File: src/rtl/instr_fetch.sv
`timescale 1ns/1ps
// ---------------------------------------------------------------------------
// instr_fetch
// Program-sequencing stage of the PLC core. Drives the instruction ROM address
// from the PC, registers the returned word into the instruction register (IR),
// and resolves JMP, JMA, CLL, RET and RST locally. CLL/RET use a small
// hardware return stack. Control-flow changes insert bubbles into the IR.
//
// Opcode encoding (ROM word [23:16]):
//   8'h00 NOP   8'h20 JMP   8'h21 JMA   8'h22 CLL   8'h23 RET   8'h2F RST
//   Any other opcode is passed to the decode/execute stage unchanged.
//
// Ports:
//   clk        in   clock, all state updates on the rising edge
//   rst_n      in   synchronous active-low reset
//   rom_addr   out  PC driven to the ROM (equals the PC register)
//   rom_data   in   ROM word at rom_addr, valid in the same cycle
//   stall      in   execute stage busy: freeze all state
//   acu_nz     in   accumulator != 0, sampled in the JMA wait cycle
//   ir_opcode  out  registered opcode
//   ir_operand out  registered operand
//   ir_valid   out  1 = IR holds an instruction, 0 = bubble
//   ir_pc      out  address the IR word was fetched from
//   sp         out  return-stack occupancy, 0..STACK_DEPTH
//   fault      out  sticky stack overflow/underflow flag; core is halted
// ---------------------------------------------------------------------------
module instr_fetch #(
   parameter int ADDR_BITS   = 8,
   parameter int WORD_WIDTH  = 24,
   parameter int STACK_DEPTH = 8
) (
   input  logic                           clk,
   input  logic                           rst_n,
   output logic [ADDR_BITS-1:0]           rom_addr,
   input  logic [WORD_WIDTH-1:0]          rom_data,
   input  logic                           stall,
   input  logic                           acu_nz,
   output logic [7:0]                     ir_opcode,
   output logic [15:0]                    ir_operand,
   output logic                           ir_valid,
   output logic [ADDR_BITS-1:0]           ir_pc,
   output logic [$clog2(STACK_DEPTH):0]   sp,
   output logic                           fault
);

   localparam int SP_BITS  = $clog2(STACK_DEPTH) + 1;
   localparam int IDX_BITS = SP_BITS - 1;

   localparam logic [7:0] OP_NOP = 8'h00;
   localparam logic [7:0] OP_JMP = 8'h20;
   localparam logic [7:0] OP_JMA = 8'h21;
   localparam logic [7:0] OP_CLL = 8'h22;
   localparam logic [7:0] OP_RET = 8'h23;
   localparam logic [7:0] OP_RST = 8'h2F;

   localparam logic [ADDR_BITS-1:0] PC_ONE  = ADDR_BITS'(1);
   localparam logic [SP_BITS-1:0]   SP_ONE  = SP_BITS'(1);
   localparam logic [SP_BITS-1:0]   SP_FULL = SP_BITS'(STACK_DEPTH);
   localparam logic [IDX_BITS-1:0]  IDX_ONE = IDX_BITS'(1);

   typedef enum logic [1:0] {
      ST_FETCH    = 2'd0,
      ST_JMA_WAIT = 2'd1,
      ST_HALT     = 2'd2
   } state_t;

   state_t                 state_q;
   logic [ADDR_BITS-1:0]   pc_q;
   logic [7:0]             ir_opcode_q;
   logic [15:0]            ir_operand_q;
   logic                   ir_valid_q;
   logic [ADDR_BITS-1:0]   ir_pc_q;
   logic [SP_BITS-1:0]     sp_q;
   logic                   fault_q;

   // Return stack; not cleared by reset or RST.
   logic [ADDR_BITS-1:0]   stack_mem [STACK_DEPTH];

   logic [7:0]             word_opcode;
   logic [15:0]            word_operand;
   logic [ADDR_BITS-1:0]   target;
   logic [ADDR_BITS-1:0]   pc_plus1;
   logic                   stack_full;
   logic                   stack_empty;
   logic                   push_en;
   logic [IDX_BITS-1:0]    pop_idx;
   logic [ADDR_BITS-1:0]   stack_top;

   assign word_opcode  = rom_data[WORD_WIDTH-1 -: 8];
   assign word_operand = rom_data[15:0];
   // Upper operand bits beyond the PC width are ignored for branch targets.
   assign target       = rom_data[ADDR_BITS-1:0];
   assign pc_plus1     = pc_q + PC_ONE;
   assign stack_full   = (sp_q == SP_FULL);
   assign stack_empty  = (sp_q == '0);

   // When sp == STACK_DEPTH the low index bits wrap to 0, so subtracting one
   // still lands on the top entry (STACK_DEPTH-1).
   assign pop_idx   = sp_q[IDX_BITS-1:0] - IDX_ONE;
   assign stack_top = stack_mem[pop_idx];

   assign push_en = rst_n && !stall && (state_q == ST_FETCH) &&
                    (word_opcode == OP_CLL) && !stack_full;

   always_ff @(posedge clk) begin
      if (push_en) begin
         stack_mem[sp_q[IDX_BITS-1:0]] <= pc_plus1;
      end
   end

   always_ff @(posedge clk) begin
      if (!rst_n) begin
         state_q      <= ST_FETCH;
         pc_q         <= '0;
         ir_opcode_q  <= OP_NOP;
         ir_operand_q <= '0;
         ir_valid_q   <= 1'b0;
         ir_pc_q      <= '0;
         sp_q         <= '0;
         fault_q      <= 1'b0;
      end else if (!stall) begin
         // Default is a bubble; only a plain instruction in FETCH loads the IR.
         ir_opcode_q  <= OP_NOP;
         ir_operand_q <= '0;
         ir_valid_q   <= 1'b0;
         case (state_q)
            ST_FETCH: begin
               case (word_opcode)
                  OP_JMP: begin
                     pc_q <= target;
                  end
                  OP_JMA: begin
                     // PC holds so rom_data still presents the JMA word
                     // (and its target) during the wait cycle.
                     state_q <= ST_JMA_WAIT;
                  end
                  OP_CLL: begin
                     if (stack_full) begin
                        fault_q <= 1'b1;
                        state_q <= ST_HALT;
                     end else begin
                        sp_q <= sp_q + SP_ONE;
                        pc_q <= target;
                     end
                  end
                  OP_RET: begin
                     if (stack_empty) begin
                        fault_q <= 1'b1;
                        state_q <= ST_HALT;
                     end else begin
                        sp_q <= sp_q - SP_ONE;
                        pc_q <= stack_top;
                     end
                  end
                  OP_RST: begin
                     pc_q <= '0;
                     sp_q <= '0;
                  end
                  default: begin
                     ir_opcode_q  <= word_opcode;
                     ir_operand_q <= word_operand;
                     ir_valid_q   <= 1'b1;
                     ir_pc_q      <= pc_q;
                     pc_q         <= pc_plus1;
                  end
               endcase
            end
            ST_JMA_WAIT: begin
               pc_q    <= acu_nz ? target : pc_plus1;
               state_q <= ST_FETCH;
            end
            ST_HALT: begin
               // Frozen until reset; IR stays a bubble.
               state_q <= ST_HALT;
            end
            default: begin
               state_q <= ST_FETCH;
            end
         endcase
      end
   end

   assign rom_addr   = pc_q;
   assign ir_opcode  = ir_opcode_q;
   assign ir_operand = ir_operand_q;
   assign ir_valid   = ir_valid_q;
   assign ir_pc      = ir_pc_q;
   assign sp         = sp_q;
   assign fault      = fault_q;

endmodule

File: config.mk
export PLATFORM = sky130hd
export DESIGN_NAME = instr_fetch
export DESIGN_NICKNAME = d
export VERILOG_FILES = /design/src/rtl/instr_fetch.sv
export SDC_FILE = /design/constraint.sdc
export NUM_CORES = 1
export LEC_CHECK = 0
export ABC_CLOCK_PERIOD_IN_PS = 9800
export BUFFER_PORTS_ARGS = -buffer_cell sky130_fd_sc_hd__buf_2
export CORE_MARGIN = 2
export CORE_UTILIZATION = 60
export DETAILED_ROUTE_END_ITERATION = 12
export GPL_TIMING_DRIVEN = 1
export PLACE_DENSITY = 0.83
export RECOVER_POWER = 50
export SYNTH_ARGS = -nofsm -noshare
export SYNTH_HDL_FRONTEND = slang
export SYNTH_SLANG_ARGS = --single-unit
File: constraint.sdc
create_clock -name clk -period 9.8 [get_ports clk]
set_clock_uncertainty 0.15 [all_clocks]
set_input_delay 2.94 -clock clk [delete_from_list [all_inputs] [get_ports clk]]
set_output_delay 2.94 -clock clk [all_outputs]
set_load 0.03 [all_outputs]
# Word level (Yosys, flattened, before mapping)

Memories as Yosys holds them, arrays and structs flattened.
Index checks and enable logic that the tools add are counted.

Bits in registers: 48
Bits in writable memories: 64
Input port bits: 28
Logic and storage cells: 73
Memories: 1

Memories:

| name      | words | bits a word | rd ports | clocked after Yosys merged registers in | write ports | line | source |
|---|---|---|---|---|---|---|---|
| stack_mem | 8     | 8           | 1        | 0                                       | 1           | 77   | `logic [ADDR_BITS-1:0] stack_mem [STACK_DEPTH];` |

$add $sub $neg: 4
Equal/unequal tests: 18
Multiplexer cells: 23
Bitwise logic cells: 2
Reduce and logical (&&, ||, !) cells: 17

Operators by type and width:

| cell                                             | number |
|---|---|
| == test 8 x 6 -> 1 bit, second input constant    | 5 |
| two-way mux 8 bit                                | 5 |
| case mux 8 bit (5 select lines)                  | 1 |
| two-way mux 16 bit                               | 2 |
| case mux 8 bit (2 select lines)                  | 1 |
| AND reduction 5 bit                              | 3 |
| != test 3 bit, second input constant             | 4 |
| case mux 4 bit (3 select lines)                  | 1 |
| != test 2 bit, second input constant             | 5 |
| adder 8 x 1 -> 8 bit, second input constant      | 1 |
| two-way mux 4 bit                                | 2 |
| two-way mux 1 bit                                | 6 |
| case mux 2 bit (3 select lines)                  | 1 |
| OR reduction 5 bit                               | 1 |
| adder 4 x 1 -> 4 bit, second input constant      | 1 |
| == test 4 bit, second input constant             | 1 |
| logical AND 1 bit                                | 4 |
| logical NOT 4 bit                                | 1 |
| two-way mux 2 bit                                | 2 |
| != test 4 x 1 -> 1 bit, second input constant    | 1 |
| case mux 2 bit (2 select lines)                  | 1 |
| AND reduction 4 bit                              | 1 |
| nonzero test 2 bit                               | 2 |
| subtractor 4 x 1 -> 4 bit, second input constant | 1 |
| other kinds (9)                                  | 11 |

# Depth between registers and ports, before layout

Gate-level depths: netlist (run 1).

Depth in word-level cells: 7
Mapped depth: 10
Mapped depth without buffers: 8

# Worst setup path after synthesis (run 1)

No wires, ideal clock.

Path kind: in2reg
Start: in rom_data[20]
End: mem stack_mem[0][0], enable pin
Library setup time: 383 ps
Data arrival time: 4,629 ps
Setup slack: 4,638 ps
Stages: 5
Cells stage by stage: nor4b_4 > nand2_1 > a2111oi_2 > nand2_1 > nor3_1

Cells in the longest elaborated chain, start to end: 5

Ends and longest elaborated chain:

| what                                    | line | source |
|---|---|---|
| start, declared                         | 35   | `input logic [WORD_WIDTH-1:0] rom_data,` |
| == test 8 x 6 -> 1 bit                  | 103  | `(word_opcode == OP_CLL) && !stack_full;` |
| logical AND 1 bit                       | 102  | `assign push_en = rst_n && !stall && (state_q == ST_FETCH) &&` |
| logical AND 1 bit                       | 103  |  |
| two-way mux 1 bit                       | 106  | `if (push_en) begin` |
| two-way mux 1 bit (implied by the code) | 107  | `stack_mem[sp_q[IDX_BITS-1:0]] <= pc_plus1;` |
| end, declared                           | 77   |  |

Every way passes these cells.

# Worst setup path in the final report (run 1)

Start: in rom_data[20]
End: mem stack_mem[1][4], enable pin

The elaborated chain is that of the path after synthesis.

==> impl_metrics.csv, run 1 <==
group,metric,value,unit
run_status,status,"finished, final reports clean",
final_layout,syn_to_final_growth,9.54,%
final_layout,layout-drive-gt1-share,14.0,%
synth,async_flop_share,0,%
floorplan,dieArea,8980,um^2
setup_path,crit_type,"input port to register",
global_route,grt-ovfl-total,0,
floorplan,row_count,33,
drt,via_per_inst,6.23,
placed_design,place_inst,566,
floorplan,die_height,94.8,um
sta,layout_min_cycle_time,6.06,ns
global_route,grt_max_degree,40,
worst_hold_path,hold_path_class,"register to register",
synth,synth_warnings,0,
synth,ys.flop_type,"edfxtp_1",
drt,drc,0,
placed_design,numPortBuffers,73,
drt,wl_per_cell,19.0,um
drt,drt_first_pass_iters,5,
synth,syn_nets,447,
sta,hold_slack,0.310,ns
synth,synth_edf_count,64,
global_route,grt_pass1_vias,3252,
flow_run,maxCapViolations,0,
sta,max_freq,165,MHz
worst_hold_path,min_from,"ir_pc[1]",
placed_design,gp_congestion,0.869,
synth,synthCells,415,
setup_path,endpoint_kind,"register",
setup_path,worstPathRequired,9.64,ns
sta,rsz0062_at_grt,"no",
clocking,cts_setup_buffers,0,
synth,seq_area_frac_synth,58.3,%
setup_path,worstSetupEndpoint,"stack_mem[1][4]",
sta,slew_headroom,21.7,%
synth,synth_cell_types,52,
sta,finalCritPeriodShare,61.9,%
clocking,cts_hold_buf,0,
setup_path,timing.rr.end,"stack_mem[1][4]",
drt,drtAntennaViolNets,0,
global_route,grt_pass1_wl,16900,um
clocking,cts_resized,0,
global_route,grt_use_total,25.2,%
floorplan,fp.dieW,94.8,um
setup_path,critPathLaunch,"rom_data[20]",
power_and_ir_drop,powerDensity,155,nW/um^2
drt,vias,3624,
clocking,clock-sinks,112,
clocking,htreeDepth,3,
sta,hold_viol,0,
setup_path,worst_setup_path_start_kind,"input port",
floorplan,initial_utilization,61.1,%
global_route,antenna_found_initial,0,
sta,drv_slew,0,
drt,wirelength,11100,um
final_layout,nets,504,
synth,syn_area_per_cell,11.9,um^2
clocking,clk_pin_slew,0.10,ns
floorplan,io_pins,74,
setup_path,critPathArrivalTime,5.90,ns
floorplan,core_area,8090,um^2
clocking,cts_tree,"built",
clocking,cts_buffers,9,
setup_path,r2r_start,"sp[0]",
power_and_ir_drop,vdd.ir_drop.worst,0.0954,mV
final_layout,layoutNonFillerInstCount,582,
setup_path,crit_fanout,28,
clocking,cts_buffer_depth,2,
drt,dr.first_iter.drc_count,213,
clocking,insertion_delay,0.37,ns
synth,syn_area,4940,um^2
clocking,root_buffer,"clkbuf_8",
sta,setup_tns,0,ns
sta,tightest_slew,1.17,ns
placed_design,place_hpwl,7770,um
final_layout,n_antenna_cell,0,
power_and_ir_drop,p_leak,0.00179,uW
setup_path,reg2reg_setup_slack,5.76,ns
setup_path,ff2ff_path_depth,6,
synth,synth_seq_cells,112,
sta,setup_viol,0,
## cells by family (layout without fill, tap and decap cells)
group / after synthesis / after routing / share of synthesized area [%]
AOI/OAI and AO/OA: 94 / 94 / 13.3
muxes: 24 / 24 / 8.71
adders and majority gates: 4 / 4 / 1.01
buffers and inverters: 35 / 97 / 2.86
xor gates and xnor gates: 11 / 11 / 2.33
DFF: 112 / 112 / 58.3
and+or+nand+nor: 135 / 135 / 13.5
## where the power goes
part	leakage, uW	internal, uW	switching, uW
registers	0.000977	509	8.37
clock network	0.0000796	92.2	147
logic	0.000730	22.7	61.9
total	0.00179	624	217
## worst max-delay path, cell delays in order
cell and delay [ns]:
clkbuf_1 0.09, nor4b_1 0.29, clkbuf_1 0.80, nand2_1 0.27
a2111oi_2 0.41, nand2_1 0.19, nor3_1 0.90
## sequential cells by signal, indices dropped and copies added (netlist names)
register	flops
ir_opcode	8
sp	4
rom_addr	8
fault	1
state_q	2
ir_valid	1
ir_operand	16
ir_pc	8
stack_mem	64
## cell usage in the layout (no fill, tap or decap), drive strengths merged, types with 4 or more instances in the layout
cell,synthesis,routed
nor3,9,9
nand2b,8,8
mux2i,7,7
o211ai,11,11
nand3,7,7
dfxtp,48,48
clkbuf,19,56
o21ai,11,11
inv,7,8
ha,4,4
nor2,47,47
nand2,37,37
edfxtp,64,64
xnor2,6,6
xor2,5,5
a22oi,22,22
nand4,11,11
buf,9,29
a31oi,9,9
o2111ai,6,6
mux4,15,15
a21oi,17,17
## worst min-delay path by stage
stage | slack (ns) | depth (start not counted) | to
finish | 0.31 | 2 | ir_pc[1]
global route | 0.35 | 2 | ir_pc[4]
CTS | 0.31 | 2 | ir_pc[2]
detailed placement | 0.29 | 2 | ir_pc[2]
global placement | 0.29 | 2 | ir_pc[5]
floorplan | 0.41 | 1 | state_q[1]
## metal layers
| metal | vias up | track usage [%] | routed length, um |
|---|---|---|---|
| met5 | - | 0 | 0 |
| met4 | 0 | 9.78 | 210 |
| met3 | 21 | 3.67 | 838 |
| met2 | 166 | 42.7 | 5370 |
| met1 | 1748 | 32.9 | 4640 |
| li1 | 1689 | - | - |
## cell type report
cell class                 count  area (um^2)
clock buffer                  11          131
clock inverter                 5         31.3
fill                         629         2680
inverter                       7         26.3
multi-input combinational    268         1900
sequential                   112         2880
tap                          105          131
timing repair buffer          74          314
## synthesized netlist by cell type, drive strengths merged (2+ instances only)
cell	number	area (um^2)
o31a	2	17.5
xor2	5	62.6
o22ai	3	18.8
nand3	7	35.0
and3	2	12.5
a31oi	9	56.3
nor2b	3	18.8
a21oi	17	85.1
a32oi	2	17.5
xnor2	6	52.6
edfxtp	64	1920
mux2	2	22.5
nor3	9	45.0
o21ai	11	55.1
nand2	37	141
mux2i	7	70.1
clkbuf	19	71.3
buf	9	43.8
dfxtp	48	961
nor4	2	12.5
nor3b	2	26.3
a211oi	2	15.0
a22oi	22	165
ha	4	50.1
inv	7	26.3
and2	2	12.5
o211ai	11	82.6
nor2	47	176
nand2b	8	50.1
o2111ai	6	52.6
nand4	11	75.1
mux4	15	338
## through the flow
step	worst slack [ns]	total power [uW]	util (%)	cell area [um^2]
floorplan	4.64	584	-	4940
global placement	4.16	612	65.9	5330
detailed placement	4.04	615	65.9	5330
CTS	4.42	848	67.9	5500
global route	3.43	871	66.9	5420
finish	3.74	841	66.9	5420
(Power assumes the default switching activity.)
==> run 2: changes to the inputs <==
Settings changed: ABC_AREA from default to 1, ABC_CLOCK_PERIOD_IN_PS 9800 to 6100, CORE_UTILIZATION 60 to 58, PLACE_DENSITY 0.83 to 0.8.
Clock period 9.8 ns to 6.1 ns, I/O delays scaled along.
==> run 2 against run 1 <==
Against the previous run: the run now ends with capacitance limit, slew limit left; register-to-register slack worse by 3.0 ns; hold slack better by 0.0066 ns; sequential cell count unchanged; worst setup slack worse by 2.4 ns; combinational power up 99%; synthesized cell count up 65%; critical endpoint is now ir_pc[3].
==> impl_metrics.csv, run 2 <==
group,metric,value,unit
synth,synth_warnings,0,
worst_hold_path,min_from,"ir_operand[14]",
sta,tightest_slew,1.66,ns
power_and_ir_drop,powerDensity,239,nW/um^2
clocking,clock-sinks,112,
power_and_ir_drop,p_seq_share,58.2,%
final_layout,final_cell_area,6000,um^2
sta,max_freq,212,MHz
power_and_ir_drop,internal_power,1020,uW
clocking,htreeDepth,3,
setup_path,ff2ff_path_depth,8,
clocking,cts_buffers,9,
sta,setup_viol,0,
power_and_ir_drop,combinationalPowerShare,11.7,%
final_layout,syn_to_final_growth,9.00,%
clocking,cts_resized,0,
synth,async_flop_share,0,%
global_route,grt-ovfl-total,0,
global_route,use_met1,36.5,%
run_status,status,"finished with violations",
setup_path,worst_setup_path_start_kind,"input port",
drt,vias,4727,
placed_design,gp_congestion,0.946,
drt,drtAntennaViolNets,0,
global_route,grt_most_used_layer,"met2",
sta,hold_viol,0,
synth,synth_fa_ha_area_share,0.909,%
floorplan,die_height,101,um
synth,synthMuxAreaShare,0,%
drt,via_per_inst,5.40,
sta,hold_slack,0.317,ns
sta,slew_headroom,-10.4,%
synth,syn_nets,716,
sta,rsz0062_at_grt,"no",
floorplan,initial_utilization,59.6,%
drt,wl_per_cell,14.9,um
clocking,cts_hold_buf,0,
drt,drc,0,
global_route,grt_max_degree,42,
setup_path,crit_fanout,41,
setup_path,worstPathRequired,6.17,ns
global_route,grt_use_total,27.2,%
run_status,violations,"capacitance limit, slew limit",
global_route,grtUsageMet2,43.3,%
setup_path,endpoint_kind,"register",
synth,yosys.cell_count.top_type,"nand2_1",
setup_path,critPathArrivalTime,4.79,ns
final_layout,fillers,807,
floorplan,fp.dieW,101,um
power_and_ir_drop,power_frac_clock,30.1,%
synth,synthCells,684,
final_layout,nets,774,
synth,ys.flop_type,"edfxtp_1",
floorplan,io_pins,74,
clocking,root_buffer,"clkbuf_8",
power_and_ir_drop,p_leak,0.00258,uW
power_and_ir_drop,power.total,1440,uW
synth,synth-compound-area-share,7.34,%
worst_hold_path,hold_depth,2,
synth,yosys.area.top_type,"edfxtp_1",
clocking,cts_tree,"built",
clocking,cts_buffer_depth,2,
power_and_ir_drop,p_sw,414,uW
final_layout,final_util,65.0,%
synth,synth_top_family_by_area,"simple AND/OR/NAND/NOR gates",
global_route,grt_pass1_vias,4456,
floorplan,row_count,35,
drt,wirelength,13100,um
placed_design,place_hpwl,9370,um
global_route,grt_pass1_wl,21400,um
drt,drt_first_pass_iters,5,
synth,netlist.area_leader.share,34.9,%
setup_path,r2r_start,"sp[0]",
final_layout,largest_reg_flops,64,
final_layout,layout-drive-gt1-share,10.2,%
synth,syn_area_per_cell,8.05,um^2
worst_hold_path,hold_path_class,"register to register",
power_and_ir_drop,netSwitchingFraction,28.8,%
clocking,insertion_delay,0.38,ns
sta,finalCritPeriodShare,77.3,%
global_route,use_met3,4.35,%
synth,synth_commonest_cells,"nand2_1, nor2_1, nand3_1, edfxtp_1, inv_1",
synth,seq_area_frac_synth,52.3,%
floorplan,core_area,9240,um^2
setup_path,crit_type,"input port to register",
floorplan,dieArea,10300,um^2
synth,synth_xor_area_share,0.909,%
global_route,antenna_found_initial,0,
final_layout,n_antenna_cell,0,
clocking,clk_pin_slew,0.11,ns
flow_run,maxCapViolations,1,
synth,synth_edf_count,64,
sta,layout_min_cycle_time,4.72,ns
power_and_ir_drop,vdd.ir_drop.worst,0.154,mV
placed_design,numPortBuffers,73,
synth,synth_cell_types,32,
synth,synth_seq_cells,112,
synth,yosys-top-cells-area,"edfxtp_1, dfxtp_1, nand2_1, nand3_1, nor2_1",
final_layout,layout_commonest_cell,"nand2_1",
synth,syn_area,5510,um^2
sta,drv_slew,42,
synth,yosys.area_share.simple,30.5,%
placed_design,placed_cell_area,5890,um^2
setup_path,critPathLaunch,"rom_data[20]",
clocking,cts_setup_buffers,0,
drt,dr.first_iter.drc_count,351,
sta,setup_tns,0,ns
final_layout,layout_common_cells,"nand2_1, nor2_1, nand3_1, inv_1, edfxtp_1",
run 2: cell types whose count changed after synthesis, sizes merged, moves of 10 or more:
cell / delta
a21oi: +30
a22oi: -22
inv: +63
mux4: -15
nand2: +174
nand3: +61
nor2: +38
o211ai: -10
o21ai: +19
run 2: logic make-up after synthesis:
logic type	Yosys count
AND/OR/NAND/NOR	383
flip-flops	112
buffers and inverters	103
AO/OA/AOI/OAI	78
XOR/XNOR	4
adder cells (fa/ha/maj)	4
run 2: layout make-up:
cell class / instances / area [um^2] / share of cell area [%]
Timing Repair Buffer: 76 / 330 / 5.50
Clock inverter: 7 / 71.3 / 1.19
Clock buffer: 9 / 124 / 2.06
Tap cell: 129 / 161 / 2.69
Multi-Input combinational cell: 469 / 2160 / 35.9
Inverter: 74 / 278 / 4.63
Sequential cell: 112 / 2880 / 48.0
run 2: metal layers:
metal  share of wire, %  wire [um]  vias up
met5                  0          0        -
met4                2.9        378        0
met3                7.0        912       39
met2                 48       6270      202
met1                 42       5540     2164
li1                   -          -     2322
run 2: worst max-delay path: stages:
cell and delay, ns:
buf_2 0.11, inv_1 0.06, nand2_2 0.04, nor2_1 0.89, nand2_1 0.45, nand2_1 0.20
nor2_2 0.04, clkbuf_1 0.64, o21ai_0 0.44, a21oi_1 0.07
run 2: through the flow:
step                instances  worst slack [ns]
floorplan                 684              2.42
CTS                       876              2.17
finish                    876              1.38
detailed placement        860              1.74
global route              876              1.09
global placement          860              1.90
run 2: worst paths after layout:
check,end,slack (ns)
worst min-delay path,ir_operand[14],0.32
worst max register to register,stack_mem[5][5],2.80
worst min register to register,ir_operand[14],0.32
worst max-delay path,ir_pc[3],1.38
run 2: power groups by stage:
stage               sequential [uW]  combinational, uW  clock [uW]
finish                          836                168         433
CTS                             836                173         439
global placement                852                170           0
global route                    839                184         464
floorplan                       888               78.1           0
detailed placement              853                173           0
==> run 3: changes to the inputs <==
Settings changed: ABC_CLOCK_PERIOD_IN_PS 6100 to 4010, CORE_UTILIZATION 58 to 52, PLACE_DENSITY 0.8 to 0.76.
Clock period 6.1 ns to 4.01 ns, I/O delays scaled along.
==> run 3 against run 2 <==
Against the previous run: critical path type unchanged; cell count up 1.8%; the flow now finishes without violations; sequential cell count unchanged; register-to-register slack worse by 1.8 ns; critical endpoint is now sp[2]; clock power up 49%.
==> impl_metrics.csv, run 3 (same netlist as run 2, synthesis figures left out) <==
group,metric,value,unit
sta,setup_viol,0,
final_layout,n_antenna_cell,0,
drt,drt_first_pass_iters,6,
setup_path,critPathArrivalTime,3.22,ns
floorplan,initial_utilization,53.4,%
final_layout,layout_commonest_cell,"nand2_1",
sta,hold_viol,0,
clocking,cts_hold_buf,0,
global_route,grt_pass1_wl,21100,um
final_layout,layout-drive-gt1-share,11.2,%
power_and_ir_drop,vdd.ir_drop.worst,0.227,mV
placed_design,numPortBuffers,73,
global_route,grt_pass1_vias,4396,
final_layout,nets,783,
setup_path,reg2reg_setup_slack,0.99,ns
flow_run,maxCapViolations,0,
global_route,grt_use_total,24.1,%
floorplan,dieArea,11400,um^2
final_layout,final_util,58.8,%
sta,slew_headroom,27.0,%
drt,wl_per_cell,15.1,um
setup_path,worstPathRequired,4.17,ns
sta,tightest_slew,1.09,ns
clocking,cts_setup_buffers,0,
sta,finalCritPeriodShare,76.3,%
worst_hold_path,hold_path_class,"register to register",
clocking,root_buffer,"clkbuf_8",
clocking,cts_tree,"built",
setup_path,worst_setup_path_start_kind,"input port",
sta,max_freq,327,MHz
global_route,grt-ovfl-total,0,
drt,via_per_inst,5.39,
setup_path,crit_type,"input port to register",
drt,vias,4806,
drt,wirelength,13500,um
floorplan,io_pins,74,
final_layout,largest_reg_flops,64,
floorplan,row_count,37,
placed_design,place_hpwl,9450,um
drt,drc,0,
clocking,cts_buffers,9,
sta,drv_slew,0,
sta,setup_tns,0,ns
clocking,clk_pin_slew,0.10,ns
final_layout,fillers,912,
global_route,grt_max_degree,39,
setup_path,crit_fanout,11,
floorplan,core_area,10300,um^2
clocking,cts_resized,0,
final_layout,layout_common_cells,"nand2_1, nor2_1, nand3_1, inv_1, edfxtp_1",
clocking,cts_buffer_depth,2,
floorplan,fp.dieW,107,um
drt,dr.first_iter.drc_count,398,
placed_design,gp_congestion,0.975,
sta,layout_min_cycle_time,3.06,ns
floorplan,die_height,107,um
drt,drtAntennaViolNets,0,
global_route,antenna_found_initial,0,
final_layout,syn_to_final_growth,10.2,%
power_and_ir_drop,p_leak,0.00266,uW
setup_path,endpoint_kind,"register",
sta,rsz0062_at_grt,"no",
power_and_ir_drop,powerDensity,359,nW/um^2
run_status,status,"finished, final reports clean",
clocking,clock-sinks,112,
clocking,insertion_delay,0.40,ns
clocking,htreeDepth,3,
[run 3: changes by cell type in the layout (fill, tap and decap cells not counted), sizes merged]
cell / delta
inv: +1
clkinvlp: -2
buf: +9
clkinv: +1
[run 3: critical path, stage by stage]
cell and delay [ns]:
buf_2 0.12, nor2_1 0.46, nand2_1 0.11, nor2_1 0.69, nand2_1 0.16, nand4_1 0.23
nand2_1 0.07, a21oi_1 0.16
[run 3: final timing paths]
kind | startpoint | endpoint | cells past startpoint
setup / recovery | rom_data[19] | sp[2] | 8
hold / removal | ir_operand[9] | ir_operand[9] | 2
setup reg to reg | sp[1] | rom_addr[1] | 11
hold reg to reg | ir_operand[9] | ir_operand[9] | 2
[run 3: layout make-up]
type | instances | area, um^2 | share of cell area, %
multi-input combinational | 469 | 2170 | 35.7
timing repair buffer | 85 | 395 | 6.51
clock buffer | 9 | 124 | 2.04
sequential | 112 | 2880 | 47.5
clock inverter | 7 | 53.8 | 0.886
inverter | 74 | 278 | 4.58
tap | 136 | 170 | 2.80
[run 3: stage by stage]
stage | std cells | hold slack (ns) | area, um^2 | total power, uW | setup WS (ns)
floorplan | 684 | 0.349 | 5510 | 1470 | 0.960
global placement | 876 | 0.299 | 5970 | 1560 | 0.941
detailed placement | 876 | 0.304 | 5970 | 1570 | 0.817
CTS | 892 | 0.319 | 6150 | 2190 | 1.05
global route | 892 | 0.340 | 6070 | 2250 | 0.768
finish | 892 | 0.321 | 6070 | 2180 | 0.951
[run 3: report_power, final]
| part | internal, uW | leakage, uW | switching [uW] |
|---|---|---|---|
| Clock | 235 | 0.0000962 | 410 |
| Sequential | 1250 | 0.000978 | 22.2 |
| Combinational | 63.4 | 0.00159 | 199 |
| Total | 1550 | 0.00266 | 631 |
[run 3: per-layer routing]
layer | up-vias | routed length [um] | track usage (%)
li1 | 2330 | - | -
met1 | 2231 | 5620 | 30.1
met2 | 208 | 6470 | 40.0
met3 | 37 | 979 | 4.56
met4 | 0 | 420 | 12.2
met5 | - | 0 | 0
